`src/rtl/mc_ctrl.sv`:
```
`timescale 1ns/1ps
// mc_ctrl: multi-cycle Moore control sequencer for the MIPS core.
// Walks each instruction through FETCH/DECODE/EXEC/MEMRD/MEMWR/WB/BRANCH/JUMP
// so that a single ALU and one memory port serve the whole instruction.
// Datapath controls decode combinationally from the current state, op and
// funct. Only the state register and the sticky illegal flag are flops.
// Optional feature macro: MC_CTRL_STALL_EN. When it is defined, the
// controller waits in MEMRD/MEMWR until memRdy is high.
module mc_ctrl (
  input  logic       clk,
  input  logic       rst,
  input  logic [5:0] op,
  input  logic [5:0] funct,
  input  logic       zero,
  input  logic       memRdy,
  output logic       pcWr,
  output logic [1:0] pcSrc,
  output logic       irWr,
  output logic       regWr,
  output logic [1:0] regDst,
  output logic [1:0] memtoReg,
  output logic       memWr,
  output logic       aluSrcA,
  output logic [1:0] aluSrcB,
  output logic [1:0] immExt,
  output logic [3:0] aluCtr,
  output logic [2:0] state,
  output logic       instRet,
  output logic       illegal
);

  typedef enum logic [2:0] {
    S_FETCH  = 3'd0,
    S_DECODE = 3'd1,
    S_EXEC   = 3'd2,
    S_MEMRD  = 3'd3,
    S_MEMWR  = 3'd4,
    S_WB     = 3'd5,
    S_BRANCH = 3'd6,
    S_JUMP   = 3'd7
  } state_t;

  localparam logic [5:0] OP_RTYPE = 6'h00;
  localparam logic [5:0] OP_J     = 6'h02;
  localparam logic [5:0] OP_JAL   = 6'h03;
  localparam logic [5:0] OP_BEQ   = 6'h04;
  localparam logic [5:0] OP_ADDIU = 6'h09;
  localparam logic [5:0] OP_ORI   = 6'h0D;
  localparam logic [5:0] OP_LUI   = 6'h0F;
  localparam logic [5:0] OP_LW    = 6'h23;
  localparam logic [5:0] OP_SW    = 6'h2B;

  localparam logic [5:0] FN_SLL  = 6'h00;
  localparam logic [5:0] FN_SRL  = 6'h02;
  localparam logic [5:0] FN_JR   = 6'h08;
  localparam logic [5:0] FN_ADDU = 6'h21;
  localparam logic [5:0] FN_SUBU = 6'h23;
  localparam logic [5:0] FN_AND  = 6'h24;
  localparam logic [5:0] FN_OR   = 6'h25;
  localparam logic [5:0] FN_SLT  = 6'h2A;

  localparam logic [3:0] ALU_ADD = 4'b0000;
  localparam logic [3:0] ALU_SUB = 4'b0001;
  localparam logic [3:0] ALU_AND = 4'b0010;
  localparam logic [3:0] ALU_OR  = 4'b0011;
  localparam logic [3:0] ALU_SLT = 4'b0100;
  localparam logic [3:0] ALU_SLL = 4'b0101;
  localparam logic [3:0] ALU_SRL = 4'b0110;

  state_t cur_state;
  logic   illegal_q;

  logic is_rtype, is_shift, is_jr, is_r_alu;
  logic is_addiu, is_ori, is_lui, is_lw, is_sw, is_beq, is_j, is_jal;
  logic is_supported;
  logic [3:0] alu_sel;

  // Instruction class decode from the opcode and function fields
  assign is_rtype = (op == OP_RTYPE);
  assign is_shift = is_rtype && ((funct == FN_SLL) || (funct == FN_SRL));
  assign is_jr    = is_rtype && (funct == FN_JR);
  assign is_r_alu = is_rtype && ((funct == FN_ADDU) || (funct == FN_SUBU) ||
                                 (funct == FN_AND)  || (funct == FN_OR)   ||
                                 (funct == FN_SLT)  || is_shift);
  assign is_addiu = (op == OP_ADDIU);
  assign is_ori   = (op == OP_ORI);
  assign is_lui   = (op == OP_LUI);
  assign is_lw    = (op == OP_LW);
  assign is_sw    = (op == OP_SW);
  assign is_beq   = (op == OP_BEQ);
  assign is_j     = (op == OP_J);
  assign is_jal   = (op == OP_JAL);
  assign is_supported = is_r_alu || is_jr || is_addiu || is_ori || is_lui ||
                        is_lw || is_sw || is_beq || is_j || is_jal;

  // ALU operation selected for the EXEC step of the current instruction
  always_comb begin
    alu_sel = ALU_ADD;
    if (is_rtype) begin
      case (funct)
        FN_SUBU: alu_sel = ALU_SUB;
        FN_AND:  alu_sel = ALU_AND;
        FN_OR:   alu_sel = ALU_OR;
        FN_SLT:  alu_sel = ALU_SLT;
        FN_SLL:  alu_sel = ALU_SLL;
        FN_SRL:  alu_sel = ALU_SRL;
        default: alu_sel = ALU_ADD;
      endcase
    end else if (is_ori) begin
      alu_sel = ALU_OR;
    end
  end

  // State sequencing and the sticky illegal-instruction flag
  always_ff @(posedge clk or posedge rst) begin
    if (rst) begin
      cur_state <= S_FETCH;
      illegal_q <= 1'b0;
    end else begin
      case (cur_state)
        S_FETCH: cur_state <= S_DECODE;
        S_DECODE: begin
          if (!is_supported) begin
            cur_state <= S_FETCH;
            illegal_q <= 1'b1;
          end else if (is_beq) begin
            cur_state <= S_BRANCH;
          end else if (is_j || is_jal || is_jr) begin
            cur_state <= S_JUMP;
          end else begin
            cur_state <= S_EXEC;
          end
        end
        S_EXEC: begin
          if (is_lw)      cur_state <= S_MEMRD;
          else if (is_sw) cur_state <= S_MEMWR;
          else            cur_state <= S_WB;
        end
`ifdef MC_CTRL_STALL_EN
        S_MEMRD: if (memRdy) cur_state <= S_WB;
        S_MEMWR: if (memRdy) cur_state <= S_FETCH;
`else
        S_MEMRD: cur_state <= S_WB;
        S_MEMWR: cur_state <= S_FETCH;
`endif
        default: cur_state <= S_FETCH;
      endcase
    end
  end

`ifndef MC_CTRL_STALL_EN
  // memRdy only matters when memory stalls are enabled
  logic unused_mem_rdy;
  assign unused_mem_rdy = memRdy;
`endif

  assign state   = cur_state;
  assign illegal = illegal_q;

  // Moore output decode: every control defaults to 0 outside its state
  always_comb begin
    pcWr     = 1'b0;
    pcSrc    = 2'b00;
    irWr     = 1'b0;
    regWr    = 1'b0;
    regDst   = 2'b00;
    memtoReg = 2'b00;
    memWr    = 1'b0;
    aluSrcA  = 1'b0;
    aluSrcB  = 2'b00;
    immExt   = 2'b00;
    aluCtr   = ALU_ADD;
    instRet  = 1'b0;
    case (cur_state)
      S_FETCH: begin
        irWr = 1'b1;
        pcWr = 1'b1;
      end
      S_DECODE: begin
        instRet = !is_supported;
      end
      S_EXEC: begin
        aluCtr  = alu_sel;
        aluSrcA = is_shift;
        if (!is_rtype) begin
          aluSrcB = 2'b01;
          if (is_lui)      immExt = 2'b10;
          else if (is_ori) immExt = 2'b00;
          else             immExt = 2'b01;
        end
      end
      S_MEMWR: begin
        memWr = 1'b1;
`ifdef MC_CTRL_STALL_EN
        instRet = memRdy;
`else
        instRet = 1'b1;
`endif
      end
      S_WB: begin
        regWr    = 1'b1;
        regDst   = is_rtype ? 2'b01 : 2'b00;
        memtoReg = is_lw ? 2'b01 : 2'b00;
        instRet  = 1'b1;
      end
      S_BRANCH: begin
        aluCtr  = ALU_SUB;
        pcSrc   = 2'b01;
        pcWr    = zero;
        instRet = 1'b1;
      end
      S_JUMP: begin
        pcWr    = 1'b1;
        pcSrc   = is_jr ? 2'b11 : 2'b10;
        instRet = 1'b1;
        if (is_jal) begin
          regWr    = 1'b1;
          regDst   = 2'b10;
          memtoReg = 2'b10;
        end
      end
      default: begin
      end
    endcase
  end

endmodule

```
`config.mk`:
```
export PLATFORM = sky130hd
export DESIGN_NAME = mc_ctrl
export DESIGN_NICKNAME = d
export VERILOG_FILES = /design/src/rtl/mc_ctrl.sv
export SDC_FILE = /design/constraint.sdc
export NUM_CORES = 1
export LEC_CHECK = 0
export CAP_MARGIN = 40
export CORE_ASPECT_RATIO = 0.9
export CORE_MARGIN = 2
export CORE_UTILIZATION = 36
export DETAILED_ROUTE_END_ITERATION = 8
export PLACE_DENSITY = 0.86
export SETUP_SLACK_MARGIN = 0.1
export SKIP_CTS_REPAIR_TIMING = 1
export SYNTH_ARGS = -nofsm -noshare
export SYNTH_HDL_FRONTEND = slang
export SYNTH_SLANG_ARGS = --single-unit
```
`constraint.sdc`:
```
create_clock -name clk -period 2.4 [get_ports clk]
set_input_delay 0.48 -clock clk [delete_from_list [all_inputs] [get_ports clk]]
set_output_delay 0.48 -clock clk [all_outputs]
set_load 0.005 [all_outputs]
```
==> results of run 1 <==
cell usage after synthesis, drive strengths merged (2+ instances only):
| library cell | n | share of area (%) |
|---|---|---|
| inv | 5 | 2.9 |
| a21oi | 5 | 3.9 |
| buf | 4 | 5.2 |
| or2 | 2 | 1.9 |
| nand3 | 6 | 4.7 |
| nand2b | 4 | 3.9 |
| nor2b | 2 | 1.9 |
| clkbuf | 4 | 3.9 |
| nor3 | 8 | 6.2 |
| or3 | 4 | 4.8 |
| dfrtp | 4 | 16 |
| nor2 | 6 | 3.5 |
| o21a | 2 | 2.3 |
| nand2 | 7 | 4.5 |
| nor4 | 3 | 3.9 |
| a31oi | 2 | 1.9 |
area by class of cell:
cell class	instances	area (um^2)	share of cell area (%)
inverter	5	18.77	1.401
timing repair buffer	68	634.4	47.34
multi-input combinational	74	534.3	39.87
clock buffer	3	22.52	1.681
sequential	4	100.1	7.470
tap	24	30.03	2.241
power groups by stage:
stage	registers, mW	clock network, mW	logic (mW)
finish	0.0876	0.0846	0.349
global route	0.0892	0.0912	0.372
CTS	0.0871	0.0847	0.335
detailed placement	0.0880	0	0.332
global placement	0.0878	0	0.323
floorplan	0.0899	0	0.137
per-layer routing:
layer,global-route usage [%],vias to the layer above
met5,0,-
met4,9.143,0
met2,44.38,75
li1,-,464
met3,3.378,12
met1,27.44,487
state kept, by name (all words and copies together) (netlist names):
register / cells
illegal: 1
state: 3
cell families (layout without fill, tap and decap cells):
group / Yosys count / in the layout / synth area share, %
compound gates: 24 / 24 / 28.30
mux: 1 / 1 / 2.325
other cells: 1 / 2 / 0.5808
buf+inv: 13 / 76 / 12.01
flops: 4 / 4 / 15.50
simple gates: 47 / 47 / 41.28
stage by stage:
step                      setup TNS (ns)  setup slack (ns)
after detailed placement          -5.775           -0.6280
after CTS                         -5.791           -0.6346
final                                  0           0.04115
after global placement            -5.486           -0.5712
after global routing                   0           0.03985
after floorplan                        0            0.2467
worst register-to-register path, cell delays in order (launching register included):
cell	delay [ns]
dfrtp_1	0.37
buf_4	0.18
nand2b_1	0.22
o41ai_1	0.62
cells in the final DEF (no fill, tap or decap), drive strengths merged, types with 2 or more instances in the layout:
master / n
buf: 34
dlymetal6s2s: 20
clkdlybuf4s50: 10
nor3: 8
nand2: 7
clkbuf: 7
nand3: 6
nor2: 6
inv: 5
a21oi: 5
nand2b: 4
dfrtp: 4
or3: 4
nor4: 3
o21a: 2
a31oi: 2
nor2b: 2
conb: 2
or2: 2
path summary, 6_finish.rpt:
check                                    start                   to  slack, ns  cells past startpoint
max                                   funct[2]            aluCtr[1]       0.04                      6
min                                        rst   state[0]$_DFF_PP0_       0.45                      2
max reg2reg                 state[1]$_DFF_PP0_  illegal$_DFFE_PP0P_       0.84                      3
min reg2reg                illegal$_DFFE_PP0P_  illegal$_DFFE_PP0P_       0.59                      2
max in group asynchronous                  rst  illegal$_DFFE_PP0P_       1.79                      2
min in group clk           illegal$_DFFE_PP0P_  illegal$_DFFE_PP0P_       0.59                      2
==> results by group, run 1 <==
Route
  – DRC Markers: 0
  – DR WL/cell: roughly 18 um
  – Vias/cell: about 6
  – Met2 WL: between 1500 and 2000 um
  – DR iter-0 viols: 47
  – Metal3 WL: 265 um
  – Top routing layer in use: met4
  – Post-route ant nets: 0
  – DR vias: 1038
  – WL final: 3160 um
  – DRT Pass-1 Iters: 4
  – Metal-1 WL: approximately 1100 um

Worst setup path
  – CP Cell Sequence: dlymetal6s2s_1, or3_4, mux2_4, or3_1, a21oi_2, clkbuf_2
  – CP max-delay cell: or3_1
  – Peak fanout along the critical path: 3
  – Critical path class: input pin to primary output
  – Worst endpoint required time: about 1.9 ns
  – Startpoint type of the worst setup path: input pin
  – Crit path largest cell delay: 0.38 ns
  – Worst Path Arrival: 1.88 ns
  – WP buf/inv: 2
  – Cell family with most CP delay: simple AND/OR/NAND/NOR gates
  – Setup crit end kind: primary output

Global route
  – Vias in the first global route: between 900 and 1000
  – Tot GR Track Use: about a quarter
  – Antenna violations before repair: 0
  – Largest net degree at the start of global routing: 13
  – First-pass GRT wire length: 3988 um
  – GRT overflow: 0

CTS
  – H-tree levels: 1
  – CTS Buf Count: 3
  – Clock Path Buffers: 2
  – CTS tree: built
  – Clock slew at reported path FFs: about 0.040 ns
  – Clk_lat worst skew: 0.24 ns
  – Root Driver: clkbuf_4
  – # clock sinks: 4

Layout
  – # nets final: roughly 170
  – Finished Cell Area: approximately 1300 um^2
  – Share of cells above drive strength 1: between 30% and 40%
  – Layout Utilization: about 80%
  – Area Growth Syn to Fin: 107.6%
  – Non-Filler Instances: 178
  – Fillers: between 100 and 150
  – Diode count: 0

Pwr
  – Internal: 0.3194 mW
  – Sw frac: between 30% and 40%
  – Power share of the combinational group: roughly two thirds
  – Peak supply drop: between 0.4 and 0.5 mV
  – PD cells: 389.0 nW/um^2
  – Lkg Pwr: ~0.81 nW
  – Switch Pwr: a little over 0.2 mW
  – Power share of the clock group: ~16%
  – Power consumption: between 0.5 and 0.6 mW
  – Seq pwr share: between 15 and 20%

Floorplan
  – CORE AREA: 1682 um^2
  – Initial cell density of the core: 38.39%
  – Die H: 44.18 um
  – Horiz. Die Dim: about 49 um
  – Total die area: 2149 um^2
  – Row count: 14
  – Num ports: 40

Placement
  – Placed cell areas: 1191 um^2
  – Placed instance count: 171
  – IO Port Bufs: 36
  – HPWL Detailed: roughly 2000 um
  – Gpl congestion: about 0.93

Synth
  – Yosys reg bits: 4
  – Post-synth EDFFs: 0
  – Synth unique cells: 44
  – Synth warnings: 0
  – Mean Syn Cell Area: about 7 um^2
  – Top_reg_cell synth: dfrtp_1
  – Mapped Cells: 90
  – Ys async rst share: 100.0%
  – Syn Std Cell Area: 645.6 um^2
  – Sequential share of the synthesized area: around 16%

STA
  – Headroom to the max-slew limit: approximately three fifths
  – RSZ-0062 raised after global routing: yes
  – Fin crit share: roughly 98%
  – Clock skew: between 0.005 and 0.006 ns
  – Fmax: about 0.42 GHz
  – Max Slew Vio Count: 0
  – Endpoints failing setup: 0
  – Final hold vios: 0
  – Slew @ Worst Pin: 0.5862 ns
  – Fin crit period: 2.359 ns
  – WHS: 0.4542 ns

Flow run
  – Max Cap Viol: 0

Hold path
  – Hold Path Class: input pin to async pin

Outcome
  – Status: complete, no violations
No activity file was read; power rests on OpenSTA's default activity.
==> inputs of run 2 (changes only) <==
SKIP_LAST_GASP = 1   (was default)
==> run 2 against run 1 <==
- the run now ends with negative setup slack left
- combinational power barely moved
- sequential share of layout area fell by 0.090 points
- clock skew is 0.0048 ns lower
- wire length rose by 2.5%
- non-clock buffer count unchanged
- utilization rose by 0.97 points
- worst hold slack gained 0.015 ns
- setup slack lost 0.058 ns
- fmax decreased by 2.4%
- critical path type unchanged
- highest routed layer unchanged
==> results by group, run 2 (synthesis results as in run 1) <==
STA
  – Fmax: slightly above 0.4 GHz
  – RSZ-0062 raised after global routing: yes
  – WHS: between 0.4 and 0.5 ns
  – Clock skew: around 0.0004 ns
  – Fin crit share: 100.7%
  – Final setup TNS: -0.01666 ns
  – Max Slew Vio Count: 0
  – Final hold vios: 0
  – Final setup margin: -0.01666 ns
  – Endpoints failing setup: 1
  – Fin crit period: about 2.4 ns

Worst setup path
  – Setup crit end kind: primary output
  – CP max-delay cell: or3_4
  – Worst endpoint required time: 1.92 ns
  – Startpoint type of the worst setup path: input pin
  – CP Launch Point: funct[5]
  – Worst Path Arrival: a little under 2 ns
  – Crit path largest cell delay: about 0.41 ns
  – Peak fanout along the critical path: 3
  – End of the critical path: aluCtr[1]
  – Reg-to-Reg End: illegal$_DFFE_PP0P_
  – R2R Setup Slk: around 1.1 ns
  – R2r startpoint: state[1]$_DFF_PP0_
  – Critical path class: input pin to primary output
  – FF-to-FF path depth: 3
  – CP Cell Sequence: dlymetal6s2s_1, or3_4, mux2_4, or3_1, a21oi_2, clkbuf_2

Global route
  – First-pass GRT wire length: about 4000 um
  – Largest net degree at the start of global routing: 13
  – Vias in the first global route: between 900 and 1000
  – Tot GR Track Use: between 20% and 30%
  – Antenna violations before repair: 0
  – GRT overflow: 0

Floorplan
  – Num ports: 40
  – Horiz. Die Dim: 48.64 um
  – Die H: 44.18 um
  – Initial cell density of the core: between 30% and 40%
  – CORE AREA: around 1700 um^2
  – Row count: 14
  – Total die area: around 2100 um^2

Route
  – WL final: 3238 um
  – DR vias: approximately 1100
  – DRT Pass-1 Iters: 4
  – Post-route ant nets: 0
  – DR iter-0 viols: 65
  – DRC Markers: 0
  – DR WL/cell: roughly 18 um
  – Vias/cell: between 5 and 6

Outcome
  – Status: finished with violations
  – Failing checks: negative setup slack

Layout
  – # nets final: 172
  – Max reg flops: 3
  – Diode count: 0
  – Area Growth Syn to Fin: 110.1%
  – Fillers: 113
  – Most frequent cells in the layout: buf_4, dlymetal6s2s_1, clkdlybuf4s50_1, nor3_1
  – Commonest non-fill, non-tap cell in the layout: buf_4
  – Share of cells above drive strength 1: 37.01%

CTS
  – Root Driver: clkbuf_4
  – H-tree levels: 1
  – CTS Buf Count: 3
  – CTS tree: built
  – Clock slew at reported path FFs: around 0.04 ns
  – Clock Path Buffers: 2
  – # clock sinks: 4
  – Clk_lat worst skew: roughly 0.24 ns

Placement
  – Pre-CTS setup slack: -0.6280 ns
  – IO Port Bufs: 36
  – Gpl congestion: 0.9275
  – HPWL Detailed: approximately 2000 um

Pwr
  – PD cells: 390.4 nW/um^2
  – Peak supply drop: roughly 0.36 mV
  – Lkg Pwr: 0.8365 nW

Flow run
  – Max Cap Viol: 0

Hold path
  – Hold Path Class: input pin to async pin
[run 2: changes by cell type in the layout (fill, tap and decap cells not counted), sizes merged]
cell	before	now
buf	34	33
clkbuf	7	5
dlymetal6s2s	20	23
[run 2: layout make-up]
type	count	area [um^2]	area share (%)
inverter	5	18.77	1.384
timing repair buffer	68	650.6	47.97
clock buffer	3	22.52	1.661
tap	24	30.03	2.214
multi-input combinational	74	534.3	39.39
sequential	4	100.1	7.380
[run 2: how the worst min path moves through the flow]
stage          slack (ns)                start  cells past startpoint                   to
6_report             0.47                  rst                      2   state[0]$_DFF_PP0_
5_1_grt              0.48                  rst                      2   state[0]$_DFF_PP0_
4_1_cts              0.46                  rst                      2   state[2]$_DFF_PP0_
3_5_place_dp         0.47  illegal$_DFFE_PP0P_                      2  illegal$_DFFE_PP0P_
3_3_place_gp         0.45  illegal$_DFFE_PP0P_                      2  illegal$_DFFE_PP0P_
2_1_floorplan        0.25                  rst                      1  illegal$_DFFE_PP0P_
[run 2: worst max-delay path: cells and delay by family]
family                 cells  cell delay, ns
and+or+nand+nor            2            0.80
buffers and inverters      2            0.27
muxes                      1            0.26
AOI/OAI and AO/OA          1            0.12
[run 2: layer usage]
layer	global-route usage [%]	vias up	wire, um
met1	27.44	503	1224
met3	3.378	11	301
met5	0	-	0
met4	9.143	0	98
li1	-	463	-
met2	44.38	78	1613
[run 2: per-stage QoR]
step                      power [mW]  area, um^2  utilization [%]  cells
after detailed placement      0.4204        1191            70.83    171
after floorplan               0.2267       649.4                -     91
after global routing          0.5557        1356            80.65    178
final                         0.5295        1356            80.65    178
after global placement        0.4108        1191            70.83    171
after CTS                     0.5068        1214            72.17    174
[run 2: power by group]
| part | switching [mW] | internal, mW | leakage (nW) | total, mW |
|---|---|---|---|---|
| Sequential | 0.00673 | 0.0810 | 0.0478 | 0.0878 |
| Combinational | 0.169 | 0.183 | 0.775 | 0.352 |
| Clock | 0.0334 | 0.0563 | 0.0138 | 0.0897 |
